## config.mk

```make
export PLATFORM = sky130hd
export DESIGN_NAME = piso_tx
export DESIGN_NICKNAME = d
export VERILOG_FILES = /design/src/rtl/piso_tx.sv
export SDC_FILE = /design/constraint.sdc
export NUM_CORES = 1
export LEC_CHECK = 0
export BUFFER_PORTS_ARGS = -buffer_cell sky130_fd_sc_hd__buf_4
export CAP_MARGIN = 25
export CORE_MARGIN = 3
export CORE_UTILIZATION = 35
export CTS_CLUSTER_SIZE = 12
export DETAILED_ROUTE_END_ITERATION = 7
export SETUP_SLACK_MARGIN = 0.05
export SLEW_MARGIN = 20
export SYNTH_ARGS = -nofsm -noshare
export SYNTH_HDL_FRONTEND = slang
export SYNTH_SLANG_ARGS = --single-unit
```

## constraint.sdc

```tcl
create_clock -name clk -period 1.5 [get_ports clk]
set_clock_uncertainty 0.1 [all_clocks]
set_input_delay 0.3 -clock clk [delete_from_list [all_inputs] [get_ports clk]]
set_output_delay 0.3 -clock clk [all_outputs]
set_load 0.03 [all_outputs]
```

## src/rtl/piso_tx.sv

```systemverilog
// Parallel-in/serial-out transmitter: valid/ready word load, one bit per clock on sout/sout_en.
// Define PISO_TX_LSB_FIRST_EN to send bit 0 first; the default build sends the MSB first.
module piso_tx #(
    parameter int WIDTH = 8
) (
    input  logic             clk,
    input  logic             rst,
    input  logic             load_valid,
    output logic             load_ready,
    input  logic [WIDTH-1:0] load_data,
    output logic             sout,
    output logic             sout_en,
    output logic             done
);
    localparam int CW = $clog2(WIDTH);
    localparam logic [CW-1:0] CNT_MAX = CW'(WIDTH - 1);

    typedef enum logic {IDLE, SHIFT} state_t;

    state_t           state, state_next;
    logic [WIDTH-1:0] shreg;
    logic [CW-1:0]    cnt;
    logic             last;
    logic             accept;
    logic             first_bit;
    logic             next_bit;
    logic [WIDTH-1:0] load_rest;
    logic [WIDTH-1:0] shreg_shifted;

`ifdef PISO_TX_LSB_FIRST_EN
    assign first_bit     = load_data[0];
    assign load_rest     = {1'b0, load_data[WIDTH-1:1]};
    assign next_bit      = shreg[0];
    assign shreg_shifted = {1'b0, shreg[WIDTH-1:1]};
`else
    assign first_bit     = load_data[WIDTH-1];
    assign load_rest     = {load_data[WIDTH-2:0], 1'b0};
    assign next_bit      = shreg[WIDTH-1];
    assign shreg_shifted = {shreg[WIDTH-2:0], 1'b0};
`endif

    always_ff @(posedge clk or posedge rst) begin
        if (rst)
            state <= IDLE;
        else
            state <= state_next;
    end

    // A new word may start in the last-bit cycle, so SHIFT only falls back to IDLE without an accept.
    always_comb begin
        state_next = state;
        case (state)
            IDLE:    if (accept) state_next = SHIFT;
            SHIFT:   if ((cnt == '0) && !accept) state_next = IDLE;
            default: state_next = IDLE;
        endcase
    end

    // load_ready depends only on registers, never on load_valid.
    always_comb begin
        last       = (state == SHIFT) && (cnt == '0);
        load_ready = (state == IDLE) || last;
        accept     = load_valid && load_ready;
        done       = sout_en && last;
    end

    always_ff @(posedge clk or posedge rst) begin
        if (rst) begin
            shreg   <= '0;
            cnt     <= '0;
            sout    <= 1'b0;
            sout_en <= 1'b0;
        end else if (accept) begin
            shreg   <= load_rest;
            cnt     <= CNT_MAX;
            sout    <= first_bit;
            sout_en <= 1'b1;
        end else if ((state == SHIFT) && (cnt != '0)) begin
            shreg   <= shreg_shifted;
            cnt     <= cnt - CW'(1);
            sout    <= next_bit;
        end else if (state == SHIFT) begin
            sout    <= 1'b0;
            sout_en <= 1'b0;
        end
    end
endmodule

```

; ---- Word level (Yosys, flattened, before mapping)
; Index checks and enable logic that the tools add are counted.
[totals]
register_bits = 14
inputBits = 11
[op_classes]
n_bitwise = 1
n_eq_ne = 1
n_mux = 12
addsub = 1
reduce_logical = 13
[op_table]
columns = operator, n
row1 = 8-bit two-way mux, 2
row2 = 1-bit two-way mux, 7
row3 = 3-bit two-way mux, 2
row4 = 3-bit nonzero test, 2
row5 = 1-bit logical AND, 5
row6 = 2-bit nonzero test, 2
row7 = 3-bit zero test, 1
row8 = "3-bit by 1-bit subtractor with 3-bit output, second input constant", 1
row9 = "2-bit inequality test, second input constant", 1
row10 = 1-bit one-hot mux with 2 select lines, 1
row11 = 2-bit AND reduction, 1
row12 = 1-bit zero test, 1
row13 = 1-bit logical OR, 1
row14 = 1-bit inverter, 1

; ---- Logic depth before layout (Yosys ltp)
[logic_depth]
ltp_word = 8
mapped_depth = 8

; ---- Least setup slack after synthesis
; Ideal clock, no wire load.
[synth_timing]
path_kind = reg-to-output
start = register cnt[0]
end = output load_ready
required_time_ns = 1.100
setup_slack_ns = -0.020
stages_incl_launch_ff = 7
t_arrival_ns = 1.120
path_cell_list = dfrtp_1 -> inv_1 -> ha_1 -> ha_1 -> nor2b_4 -> buf_6 -> inv_4
[synth_between]
elab_chain_cells = 3
[synth_rtl]
columns = element, line_no
row1 = start: declaration, 22  ; logic [CW-1:0] cnt;
row2 = start signal: assignment, 80  ; cnt <= cnt - CW'(1);
row3 = 3-bit zero test, 61  ; last = (state == SHIFT) && (cnt == '0);
row4 = 1-bit logical AND, 61
row5 = 1-bit logical OR, 62  ; load_ready = (state == IDLE) || last;
row6 = end: declaration, 9  ; output logic load_ready,
; No other way between the ends.

; ---- Final worst setup path
; Ends and elaborated chain as after synthesis.

==> results.json <==
{
  "outcome": "finished with violations",
  "violations": "setup timing",
  "clock_path_buffers": 2,
  "postSynthCellCount": 60,
  "rr_worst_depth": 10,
  "worstPathRequired_ns": 1.10,
  "p_per_area_nw_per_um2": 2140,
  "cts_buffers": 3,
  "finalWorstSetupSlack_ns": -0.269,
  "synth_cell_types": 22,
  "grt_pass1_vias": 510,
  "period_share_pct": 118,
  "worst-setup-path-type": "register to primary output",
  "grt.total_usage_pct": 12.2,
  "syn-cell-area_um2": 674,
  "dp.cells": 100,
  "fmax_mhz": 565,
  "setup_viol": 15,
  "wl_um": 1360,
  "vias": 529,
  "cts.clk_slew.worst_paths_ns": 0.07,
  "htreeDepth": 1,
  "critPathArrivalTime_ns": 1.37,
  "hold_ws_ns": 0.171,
  "drtIter0Drc": 4,
  "synth_flop_cell": "dfrtp_1",
  "synth_area_per_cell_um2": 11.2,
  "synth_top_area_share_pct": 48.2,
  "route.detailed.drc": 0,
  "synth_edf_count": 0,
  "hold_path_class": "primary input to register",
  "grt_antenna_before_repair": 0,
  "die_y_um": 49.9,
  "slew_headroom_pct": 67.5,
  "drive_gt1_share_pct": 57.5,
  "min_period_ns": 1.77,
  "clock_latency_ns": 0.27,
  "rows": 15,
  "stdcell_count": 112,
  "ant_nets": 0,
  "hold_viol": 0,
  "placed_area_um2": 823,
  "ys_warn_count": 0,
  "clock_sinks": 13,
  "worstMarginPinSlew_ns": 0.487,
  "diodes": 0,
  "io_pins": 15,
  "die_area_um2": 2490,
  "ys_seq_area_share_pct": 48.2,
  "synth_area_leader_cell": "dfrtp_1",
  "gp_congestion": 0.723,
  "area.growth.synth_to_final_pct": 45.8,
  "dpl.hpwl_um": 862,
  "fin_util_pct": 55.7,
  "synth-seq-cells": 13,
  "worstHoldPathCells": 3,
  "cellLeakagePower_nw": 0.485,
  "rsz0062_at_grt": "true",
  "vdd_drop_max_uv": 1270,
  "routed_via_density": 4.72,
  "grt_overflow": 0,
  "root_buffer": "clkbuf_4",
  "die_width_um": 49.9,
  "syn-num-nets": 73,
  "finalPower_mw": 2.11,
  "pre_cts_ws_ns": -0.0243,
  "nets": 101,
  "grt_start_max_net_pins": 15,
  "ys_top_cells_by_count": "dfrtp_1, mux2i_1, nand2_2, o21ai_2, inv_1",
  "core_um2": 1760,
  "port_buffers": 14,
  "fin_area_um2": 983,
  "critPathMaxFanout": 3,
  "start_util_pct": 38.2,
  "yosysMostFrequentCell": "dfrtp_1",
  "slew_viol_final": 0,
  "fin_setup_tns_ns": -2.11,
  "avgRoutedWirePerCell_um": 12.2,
  "startpoint_type": "register",
  "cp-end-kind": "primary output",
  "cts_tree": "yes",
  "synthArstFlopShare_pct": 100,
  "synth_area_leaders": "dfrtp_1, mux2i_1, o21ai_2",
  "firstDrtPassIters": 4,
  "maxCapViolCount": 0,
  "nFillCells": 180,
  "grt_pass1_wl_um": 2300
}
==> final timing paths <==
check                           slack (ns)    startpoint         end
worst max-delay path                 -0.27        cnt[0]  load_ready
worst min-delay path                  0.17  load_data[7]        sout
worst max register to register       -0.21        cnt[0]     sout_en
worst min register to register        0.39      shreg[1]    shreg[2]
max in group asynchronous             0.47           rst    shreg[2]
min in group asynchronous             0.50           rst      cnt[1]
==> state kept, by name, summed over array words and instances, names as in the netlist <==
name and cells:
cnt 3, shreg 7, sout 1, sout_en 1, state 1
==> area by class of cell <==
| class | count | area (µm²) | share of cell area (%) |
|---|---|---|---|
| Inverter | 6 | 30.0 | 3.05 |
| Sequential cell | 13 | 325 | 33.1 |
| Tap cell | 25 | 31.3 | 3.18 |
| Timing Repair Buffer | 27 | 262 | 26.6 |
| Multi-Input combinational cell | 37 | 309 | 31.4 |
| Clock buffer | 4 | 26.3 | 2.67 |
==> critical path: stages (launching register included) <==
cell     delay (ns)
dfrtp_1        0.35
inv_1          0.05
ha_2           0.17
ha_4           0.17
nor2b_4        0.19
inv_8          0.04
buf_6          0.13
==> layout by cell type (no fill, tap or decap), types with 2 or more instances in the layout <==
master	instances
nand2_2	7
dfrtp_1	13
o21ai_1	2
mux2i_1	7
inv_1	5
nor2_1	2
buf_4	17
o21ai_2	7
buf_6	7
clkbuf_4	3
==> repair_timing <==
action | in CTS | in global routing
gates cloned | 0 | 1
hold buffers | 1 | 0
setup endpoints to repair | 13 | 15
hold endpoints to repair | 13 | 0
buffers inserted | 4 | 2
gates resized for setup | 11 | 4
pin swaps | 5 | 1
==> per-layer routing <==
metal / GRT usage (%) / routed length [µm]
met1: 15.3 / 553
met2: 18.7 / 727
met3: 6.04 / 71
met4: 2.76 / 10
met5: 0 / 0
==> cells by family after synthesis <==
family / synth area share (%)
AO/OA/AOI/OAI: 14.8
adder cells (fa/ha/maj): 3.71
buffers and inverters: 10.6
flip-flops: 48.2
multiplexers: 10.4
AND/OR/NAND/NOR: 12.2
==> report_power, final <==
group | leakage [nW] | internal, mW | total (mW) | switching (mW)
sequential | 0.161 | 0.499 | 0.603 | 0.104
combinational | 0.309 | 0.710 | 1.30 | 0.587
clock | 0.0150 | 0.103 | 0.208 | 0.105
Note: power is estimated with default switching activity, not from simulation.
